<file path="config.mk">
export PLATFORM = sky130hd
export DESIGN_NAME = cmplx_mult_iter
export DESIGN_NICKNAME = d
export VERILOG_FILES = /design/src/rtl/cmplx_mult_iter.sv
export SDC_FILE = /design/constraint.sdc
export NUM_CORES = 1
export LEC_CHECK = 0
export CELL_PAD_IN_SITES_DETAIL_PLACEMENT = 0
export CELL_PAD_IN_SITES_GLOBAL_PLACEMENT = 2
export CORE_MARGIN = 8
export CORE_UTILIZATION = 40
export CTS_BUF_LIST = sky130_fd_sc_hd__clkbuf_16
export DETAILED_ROUTE_END_ITERATION = 7
export GPL_ROUTABILITY_DRIVEN = 0
export PLACE_DENSITY_LB_ADDON = 0.1
export SLEW_MARGIN = 20
export SYNTH_ARGS = -nofsm -noshare
export SYNTH_HDL_FRONTEND = slang
export SYNTH_SLANG_ARGS = --single-unit
</file>
<file path="constraint.sdc">
create_clock -name clk -period 14.9 [get_ports clk]
set_input_delay 2.98 -clock clk [delete_from_list [all_inputs] [get_ports clk]]
set_output_delay 2.98 -clock clk [all_outputs]
set_load 0.02 [all_outputs]
</file>
<file path="src/rtl/cmplx_mult_iter.sv">
// Iterative complex multiplier: one shared signed multiplier, four cycles per result.
// Computes A*B or A*conj(B) with full-precision 2W+1 bit outputs and a valid/ready handshake.
module cmplx_mult_iter #(
    parameter int W = 12
) (
    input  logic         clk,
    input  logic         rst,
    input  logic [W-1:0] ar,
    input  logic [W-1:0] ai,
    input  logic [W-1:0] br,
    input  logic [W-1:0] bi,
    input  logic         conj,
    input  logic         in_valid,
    output logic         in_ready,
    output logic [2*W:0] Pr,
    output logic [2*W:0] Pi,
    output logic         out_valid,
    input  logic         out_ready,
    output logic         busy
);
    localparam int P = 2 * W + 1;

    typedef enum logic [1:0] {
        IDLE = 2'd0,
        MUL  = 2'd1,
        DONE = 2'd2
    } state_t;

    state_t         state_q;
    logic [1:0]     step_q;
    logic [W-1:0]   ar_q, ai_q, br_q, bi_q;
    logic           conj_q;
    logic [P-1:0]   acc_r_q, acc_i_q;
    logic [P-1:0]   pr_q, pi_q;
    logic           out_valid_q;
    logic           busy_q;

    logic [W-1:0]          ma, mb;
    logic signed [2*W-1:0] ma_x, mb_x, prod;
    logic [P-1:0]          prod_x, addend, sum_d;
    logic                  neg;

    // Step order: ar*br, ai*bi, ar*bi, ai*br
    always_comb begin
        ma = ai_q;
        mb = br_q;
        unique case (step_q)
            2'd0: begin ma = ar_q; mb = br_q; end
            2'd1: begin ma = ai_q; mb = bi_q; end
            2'd2: begin ma = ar_q; mb = bi_q; end
            default: begin ma = ai_q; mb = br_q; end
        endcase
    end

    assign ma_x   = {{W{ma[W-1]}}, ma};
    assign mb_x   = {{W{mb[W-1]}}, mb};
    assign prod   = ma_x * mb_x;
    assign prod_x = {prod[2*W-1], prod};
    assign neg    = (step_q == 2'd1 && !conj_q) || (step_q == 2'd2 && conj_q);
    assign addend = neg ? -prod_x : prod_x;
    // Steps 0-1 build the real part, steps 2-3 the imaginary part
    assign sum_d  = (step_q[1] ? acc_i_q : acc_r_q) + addend;

    always_ff @(posedge clk) begin
        if (!rst) begin
            state_q     <= IDLE;
            step_q      <= 2'd0;
            ar_q        <= '0;
            ai_q        <= '0;
            br_q        <= '0;
            bi_q        <= '0;
            conj_q      <= 1'b0;
            acc_r_q     <= '0;
            acc_i_q     <= '0;
            pr_q        <= '0;
            pi_q        <= '0;
            out_valid_q <= 1'b0;
            busy_q      <= 1'b0;
        end else begin
            unique case (state_q)
                IDLE: begin
                    if (in_valid) begin
                        ar_q    <= ar;
                        ai_q    <= ai;
                        br_q    <= br;
                        bi_q    <= bi;
                        conj_q  <= conj;
                        acc_r_q <= '0;
                        acc_i_q <= '0;
                        step_q  <= 2'd0;
                        busy_q  <= 1'b1;
                        state_q <= MUL;
                    end
                end
                MUL: begin
                    step_q <= step_q + 2'd1;
                    if (!step_q[1]) acc_r_q <= sum_d;
                    else            acc_i_q <= sum_d;
                    if (step_q == 2'd3) begin
                        pr_q        <= acc_r_q;
                        pi_q        <= sum_d;
                        out_valid_q <= 1'b1;
                        busy_q      <= 1'b0;
                        step_q      <= 2'd0;
                        state_q     <= DONE;
                    end
                end
                DONE: begin
                    if (out_ready) begin
                        out_valid_q <= 1'b0;
                        state_q     <= IDLE;
                    end
                end
                default: state_q <= IDLE;
            endcase
        end
    end

    assign in_ready  = (state_q == IDLE) && rst;
    assign Pr        = pr_q;
    assign Pi        = pi_q;
    assign out_valid = out_valid_q;
    assign busy      = busy_q;
endmodule

</file>
* Word-level counts from Yosys, hierarchy flattened
Index checks and enable logic that the tools add are counted.
W data, S select, Z words.
** Storage, ports and cells
- Register bits :: 155
- Input bits :: 53
- Output and inout bits :: 53
- Word-level logic and storage cells :: 68
** Cells by class
- $add $sub $neg :: 3
- Multipliers :: 1
- Equality and inequality tests :: 10
- Mux-type cells :: 22
- Reductions and logical operators :: 19
** Operator list (number)
- $mux W25 :: 5
- $pmux W25 S2 :: 2
- $add A25 B25 Y25 :: 1
- $neg A25 Y25 :: 1
- $mul A12 B12 Y24 :: 1
- $mux W12 :: 2
- $reduce_and A3 Y1 :: 5
- $mux W2 :: 5
- $ne A2 B2 Y1 const B :: 5
- $eq A2 B2 Y1 const B :: 3
- $pmux W2 S3 :: 1
- $reduce_and A2 Y1 :: 3
- $eq A2 B1 Y1 const B :: 2
- $logic_not A2 Y1 :: 2
- $mux W1 :: 4
- $pmux W1 S2 :: 2
- $pmux W2 S2 :: 1
- $reduce_bool A2 Y1 :: 2
- $reduce_or A2 Y1 :: 2
- $logic_and A1 B1 Y1 :: 3
- $add A2 B1 Y2 const B :: 1
- $logic_not A1 Y1 :: 1
- $logic_or A1 B1 Y1 :: 1

* Depth between registers and ports, before layout
Gate-level depths: netlist of the first run.
- Word-level depth :: 9
- Gate-level depth with buffers :: 36
- Mapped depth without buffers :: 34

* Worst setup path before layout of the first run
OpenSTA, ideal clock, no wires.
- Path type :: register to register
- Start :: register step_q[1]
- End :: register pi_q[24] (netlist: Pi[24])
- Setup time :: 0.120 ns
- Data arrival time :: 8.477 ns
- Required time :: 14.780 ns
- Path slack :: 6.303 ns
- Stages on the path, launching flop included :: 35
- Path buffers :: 3
- Clock period less this slack :: 8.597 ns
- Path through :: dfxtp_1 inv_1 ha_1 buf_2 buf_1 mux2i_1 nor2_1 fa_1 fa_1 inv_1 fa_1 inv_1 fa_1 inv_1 fa_1 inv_1 ha_1 o21a_1 or2_1 a31oi_2 o21a_1 o211ai_1 nor4_1 a31oi_1 xor2_1 ha_1 clkbuf_1 o21a_1 nor2_1 or3b_2 o22ai_1 a21oi_1 xnor2_1 a211o_1 nand3_2
** Between the ends
- Longest elaborated chain between the ends :: 7
- Elaborated cells between the ends (all ways) :: 17
- Classes of those cells :: add/sub (2); mul (1); eq/ne (3); mux (4); reduce/logical (7)
** RTL lines
- start: declaration :: line 30 : logic [1:0] step_q;
- start signal: assignment :: line 96 : step_q <= step_q + 2'd1;
- $eq A2 B2 Y1 (tied with other cells) :: line 47, 59
- $reduce_or A2 Y1 (no line)
- $mux W12 :: line 47 : unique case (step_q)
- $mul A12 B12 Y24 :: line 57 : assign prod = ma_x * mb_x;
- $neg A25 Y25 :: line 60 : assign addend = neg ? -prod_x : prod_x;
- $mux W25 :: line 60
- $add A25 B25 Y25 :: line 62 : assign sum_d = (step_q[1] ? acc_i_q : acc_r_q) + addend;
- end signal: assignment :: line 101 : pi_q <= sum_d;
- end: declaration :: line 34 : logic [P-1:0] pr_q, pi_q;
Several ways; a longest one is shown, not always the timed one.
A chain may end at the register's enable or synchronous reset.

* Final worst setup path of the first run
- Start :: register step_q[0]
- End :: register acc_i_q[24]
** Between the ends
- Longest elaborated chain between the ends :: 9
- Elaborated cells between the ends (all ways) :: 16
- Classes of those cells :: add/sub (2); mul (1); eq/ne (2); mux (5); reduce/logical (6)
** RTL lines
- $eq A2 B2 Y1 (tied with other cells) :: line 47, 59
- $reduce_or A2 Y1 (no line)
- $mux W12 :: line 47
- $mul A12 B12 Y24 :: line 57
- $neg A25 Y25 :: line 60
- $mux W25 * :: line 60
- $add A25 B25 Y25 * :: line 62
- $mux W25 * :: line 97 : if (!step_q[1]) acc_r_q <= sum_d;
- $pmux W25 S2 * :: line 80 : unique case (state_q)
- end signal: assignment :: line 98 : else acc_i_q <= sum_d;
- end: declaration :: line 33 : logic [P-1:0] acc_r_q, acc_i_q;
Mark *: on every way between the ends. The rest lies on a longest branch, timed or not. The select of a mux whose other input is x is not followed.

==> results of run 1 <==
==> cell usage in the layout, fill, tap and decap left out, types with 8 or more instances in the layout <==
cell type,instances
a211oi_1,8
a21boi_0,106
a21o_1,17
a21oi_1,47
a22oi_1,20
a31oi_1,9
and2_1,22
buf_4,14
clkbuf_16,17
clkdlybuf4s50_1,104
dfxtp_1,155
fa_1,139
ha_1,80
inv_1,192
mux2_2,48
mux2i_1,23
nand2_1,331
nand3_1,33
nor2_1,89
nor2b_1,33
nor3_1,24
o211ai_1,8
o21a_1,10
o21ai_0,32
xnor2_1,37
xor2_1,19
==> cell type report <==
cell class / instances / area (µm²)
Multi-Input combinational cell: 1233 / 9790
Clock inverter: 15 / 173
Timing Repair Buffer: 118 / 1150
Fill cell: 3524 / 18500
Antenna cell: 1 / 2.50
Tap cell: 455 / 569
Clock buffer: 17 / 425
Sequential cell: 155 / 3100
Inverter: 190 / 713
==> worst max-delay path, delay by kind of cell, from the launching register on <==
| family | cells | cell delay, ns |
|---|---|---|
| AO/OA/AOI/OAI | 9 | 1.71 |
| AND/OR/NAND/NOR | 6 | 1.40 |
| multiplexers | 1 | 0.88 |
| buffers and inverters | 5 | 0.55 |
| flip-flops | 1 | 0.39 |
| adder cells (fa/ha/maj) | 8 | 3.96 |
| XOR/XNOR | 2 | 0.59 |
==> metrics by stage <==
step	util (%)	instance area, µm²	cells	hold slack (ns)	power (mW)
5_1_grt	46.3	15900	2183	0.478	1.59
3_5_place_dp	44.6	15300	2151	0.456	1.04
3_3_place_gp	44.6	15300	2151	0.446	1.04
2_1_floorplan	-	13900	1647	0.437	0.882
6_report	46.3	15900	2184	0.461	1.48
4_1_cts	46.3	15900	2183	0.465	1.50
==> routing by layer <==
metal | vias up | GRT usage (%) | wire (µm)
li1 | 5534 | - | -
met1 | 5489 | 27.1 | 18900
met2 | 180 | 29.5 | 16500
met3 | 30 | 3.87 | 1720
met4 | 0 | 4.12 | 435
met5 | - | 0 | 0
==> state kept, by name, summed over array words and instances (netlist names) <==
| name | count |
|---|---|
| Pi | 25 |
| Pr | 25 |
| acc_i_q | 25 |
| acc_r_q | 25 |
| ai_q | 12 |
| ar_q | 12 |
| bi_q | 12 |
| br_q | 12 |
| busy | 1 |
| conj_q | 1 |
| out_valid | 1 |
| state_q | 2 |
| step_q | 2 |
==> how the worst max path moves through the flow <==
stage,start,end,slack (ns)
floorplan,step_q[1]$_SDFFE_PN0P_,Pi[24]$_SDFFE_PN0P_,6.30
global placement,step_q[0]$_SDFFE_PN0P_,acc_r_q[24]$_SDFFE_PN0P_,5.56
detailed placement,step_q[0]$_SDFFE_PN0P_,Pi[24]$_SDFFE_PN0P_,5.37
CTS,step_q[0]$_SDFFE_PN0P_,Pi[24]$_SDFFE_PN0P_,5.32
global route,step_q[0]$_SDFFE_PN0P_,acc_i_q[24]$_SDFFE_PN0P_,4.55
finish,step_q[0]$_SDFFE_PN0P_,acc_i_q[24]$_SDFFE_PN0P_,5.31
==> kinds of logic (layout without fill, tap and decap cells) <==
group	count (synthesis)	after routing	synth area share, %
and+or+nand+nor	582	582	18.7
AOI/OAI and AO/OA	304	304	15.3
buffers and inverters	259	340	7.09
adders and majority gates	219	219	27.3
DFF	155	155	22.4
muxes	71	71	5.56
xor gates and xnor gates	57	57	3.70
other	0	1	0
==> power breakdown <==
part	switching (mW)	leakage [nW]	internal, mW	total, mW
Combinational	0.361	5.26	0.219	0.580
Sequential	0.0142	1.26	0.432	0.446
Clock	0.190	0.299	0.264	0.453
Total	0.565	6.82	0.915	1.48
==> out/metrics.cfg, run 1 <==
[setup_path]
crit_fanout = 19
crit_slowest_cell = mux2i_1
cp.arrival_ns = 9.94
end_kind = flip-flop
start_kind = flip-flop
r2r_end = acc_i_q[24]$_SDFFE_PN0P_
crit_type = reg -> reg
slowest_delay_ns = 0.88
rr_worst_depth = 31
r2r_slack_ns = 5.31
timing.rr.start = step_q[0]$_SDFFE_PN0P_
cp_data_required_time_ns = 15.25

[timing]
fmax_mhz = 104
fin_crit_ns = 9.59
maxSlewViolCount = 0
layout_setup_ws_ns = 5.31
fin_setup_tns_ns = 0
relSlewSlack_pct = 25.5
skew_ns = 0.0113
worst_pin_slew_ns = 1.11
finalHoldViolCount = 0
finalSetupViolCount = 0
fin_crit_sh_pct = 64.4
rsz0062_at_grt = false

[die]
num_rows = 68
die_h_um = 202
start_util_pct = 40.3
ios = 106
dieArea_um2 = 40900
core_um2 = 34400
die_x_um = 202

[layout]
drive_gt1_share_pct = 6.66
final_nets = 1987
syn2layout_area_growth_pct = 14.8

[cts]
clkSinkCount = 155
clk-insertion-delay-late_ns = 0.45
post_cts_buffers = 0
clockRootBuffer = clkbuf_16
path_clk_slew_ns = 0.07
cts_max_level = 4
cts-buffers-inserted = 17
cts_tree = built
postCtsHoldBufs = 0
clk_path_buf_depth = 2
post_cts_resized = 0

[placed_design]
dpl.hpwl_um = 29600
io_buffer_count = 105
place_ws_ns = 5.37

[global_route]
grt_pass1_wl_um = 62700
antenna_found_initial = 2
grt_max_degree = 109
grt_usage_pct = 19.1
gr-total-overflow = 0
first_global_vias = 11595

[pwr]
ir_worst_vdd_mv = 0.0850
p_leak_nw = 6.82
powerDensity_nw_per_um2 = 92.9

[synthesis]
synthArstFlopShare_pct = 0
synth.distinct_cells = 71
yosysWarningCount = 0
ys_seq_area_share_pct = 22.4
synth.avg_cell_area_um2 = 8.42
synth_top_area_cell = dfxtp_1
ys_top_cells_by_area = dfxtp_1, fa_1, nand2_1
ys_ff_latch = 155
synth_top_area_share_pct = 22.4
syn_area_um2 = 13900
synth_common_cells = nand2_1, inv_1, dfxtp_1, fa_1, a21boi_0
synth_ff_type = dfxtp_1
synth_edf_count = 0
synth_nets = 1919
yosysMostFrequentCell = nand2_1
syn_inst = 1647

[drt]
drt-total-wl_um = 37600
firstDrtPassIters = 5
ant_nets = 0
wl_per_cell_um = 17.2
via_count = 11233
vias_per_cell = 5.14
drc = 0
drtIter0Drc = 551

[worst_hold_path]
hold_path_class = reg -> reg
holdPathStages = 2
worstHoldStart = Pr[8]$_SDFFE_PN0P_
hold_end = Pr[8]$_SDFFE_PN0P_

[run_status]
status = finished clean

[flow_run]
cap_violations = 0

No activity file was read; power rests on OpenSTA's default activity.
==> run 2, diff against run 1 <==
--- a/config.mk
+++ b/config.mk
@@ -8,7 +8,7 @@
 export CELL_PAD_IN_SITES_DETAIL_PLACEMENT = 0
 export CELL_PAD_IN_SITES_GLOBAL_PLACEMENT = 2
 export CORE_MARGIN = 8
-export CORE_UTILIZATION = 40
+export CORE_UTILIZATION = 33
 export CTS_BUF_LIST = sky130_fd_sc_hd__clkbuf_16
 export DETAILED_ROUTE_END_ITERATION = 7
 export GPL_ROUTABILITY_DRIVEN = 0
==> constraint.sdc (replaced) <==
create_clock -name clk -period 8.6 [get_ports clk]
set_input_delay 1.72 -clock clk [delete_from_list [all_inputs] [get_ports clk]]
set_output_delay 1.72 -clock clk [all_outputs]
set_load 0.02 [all_outputs]
==> run 2 against run 1 <==
Compared with the run above: maximum frequency grew 17%; register-to-register slack got worse by 4.9 ns; utilization down 5.7 points; highest routed layer unchanged.
==> out/metrics.cfg, run 2 (synthesis results as in run 1) <==
[run_status]
status = finished clean

[placed_design]
place_area_um2 = 15900
place_ws_ns = 0.0627
io_buffer_count = 105
dpl.hpwl_um = 31800

[global_route]
use_met2_pct = 26.6
grt_usage_pct = 16.8
first_global_vias = 11889
grt_util_met3_pct = 2.43
grt_max_degree = 91
gr-total-overflow = 0
grt_use_met1_pct = 24.3
grt_pass1_wl_um = 66300
antenna_found_initial = 0
top_usage_layer = met2

[pwr]
switching_share_pct = 39.0
powerDensity_nw_per_um2 = 163
comb_power_share_pct = 44.3
power_frac_clock_pct = 27.6
p_seq_share_pct = 28.0
ir_worst_vdd_mv = 0.116
p_leak_nw = 7.26
power.switching_mw = 1.08
p_int_mw = 1.68

[die]
num_rows = 75
die_h_um = 221
ios = 106
core_um2 = 41800
dieArea_um2 = 48800
start_util_pct = 33.2
die_x_um = 221

[setup_path]
end_kind = flip-flop
crit_fanout = 9
crit_type = reg -> reg
start_kind = flip-flop
crit_top_cell = fa_1
cp_data_required_time_ns = 8.99
cp.arrival_ns = 8.61
slowest_delay_ns = 0.53
crit_slowest_cell = fa_1

[drt]
drc = 0
via_count = 11520
ant_nets = 0
drtIter0Drc = 659
firstDrtPassIters = 7
wl_per_cell_um = 17.4
vias_per_cell = 4.91
drt-total-wl_um = 40900

[layout]
syn2layout_area_growth_pct = 22.2
stdcell_area_um2 = 17000
antennaDiodeCount = 0
mostFrequentLayoutCells = nand2_1, inv_1, dfxtp_1
final_common_cell = nand2_1
n_fill_cell = 4341
drive_gt1_share_pct = 13.1
final_nets = 2068

[timing]
fin_crit_sh_pct = 95.6
finalHoldViolCount = 0
maxSlewViolCount = 0
skew_ns = 0.0150
layout_setup_ws_ns = 0.380
fmax_mhz = 122
fin_crit_ns = 8.22
finalSetupViolCount = 0
relSlewSlack_pct = 33.5
worst_pin_slew_ns = 0.978

[flow_run]
cap_violations = 0

[cts]
cts_max_level = 4
cts_tree = built
cts-buffers-inserted = 17
clk_path_buf_depth = 2
clkSinkCount = 155
clk-insertion-delay-late_ns = 0.45
path_clk_slew_ns = 0.07
clockRootBuffer = clkbuf_16
postCtsHoldBufs = 0

[worst_hold_path]
hold_path_class = reg -> reg

[run 2: changes by cell type in the layout (fill, tap and decap cells not counted), moves of 4 or more]
cell / change
buf_4: +74
mux2_2: -13
mux2_4: +13
ha_1: -8
inv_1: -6
ha_2: +5
a211oi_1: -4
a211oi_2: +4
buf_12: +4
clkinvlp_4: +4
inv_2: +4
[run 2: timing repair]
item,CTS,global route
gates resized for setup,0,62
setup endpoints to repair,0,29
buffers inserted,0,15
[run 2: final cells by class]
type,instances,area [µm²],share of cell area (%)
Clock inverter,15,153,0.900
Clock buffer,17,425,2.51
Timing Repair Buffer,199,1840,10.9
Sequential cell,155,3110,18.3
Tap cell,539,674,3.98
Multi-Input combinational cell,1233,10000,59.2
Inverter,190,713,4.21
[run 2: metrics by stage]
stage,TNS (ns),hold slack [ns],cells,utilization (%),power [mW]
CTS,0,0.466,2330,39.5,2.72
global route,-0.0218,0.481,2348,40.6,2.96
finish,0,0.464,2348,40.6,2.76
floorplan,0,0.437,1647,-,1.53
global placement,0,0.447,2298,38.2,1.94
detailed placement,0,0.456,2298,38.2,1.94
[run 2: worst paths after layout]
| path | cells after the start | endpoint | slack (ns) | startpoint |
|---|---|---|---|---|
| worst max-delay path | 35 | Pi[24]$_SDFFE_PN0P_ | 0.38 | step_q[0]$_SDFFE_PN0P_ |
| worst min-delay path | 2 | acc_i_q[15]$_SDFFE_PN0P_ | 0.46 | acc_i_q[15]$_SDFFE_PN0P_ |
| worst min register to register | 2 | acc_i_q[15]$_SDFFE_PN0P_ | 0.46 | acc_i_q[15]$_SDFFE_PN0P_ |
| worst max register to register | 35 | Pi[24]$_SDFFE_PN0P_ | 0.38 | step_q[0]$_SDFFE_PN0P_ |
[run 2: routing by layer]
layer,up-vias,share of wire (%),wire length [µm]
li1,5694,-,-
met1,5646,52,21100
met2,166,45,18200
met3,14,3.0,1230
met4,0,0.76,311
met5,-,0,0
[run 2: worst max-delay path, delay by kind of cell, from the launching register on]
family | cells | cell delay [ns]
xor+xnor | 2 | 0.24
compound gates | 8 | 1.67
flops | 1 | 0.37
buf+inv | 9 | 1.11
mux | 1 | 0.35
simple gates | 7 | 1.20
fa+ha+maj | 8 | 3.22
[run 2: power by group through the flow]
stage	Clock [mW]	Combinational, mW	Sequential, mW
4_1_cts	0.789	1.16	0.773
5_1_grt	0.818	1.36	0.777
6_report	0.762	1.22	0.773
3_3_place_gp	0	1.15	0.789
2_1_floorplan	0	0.748	0.779
3_5_place_dp	0	1.15	0.789
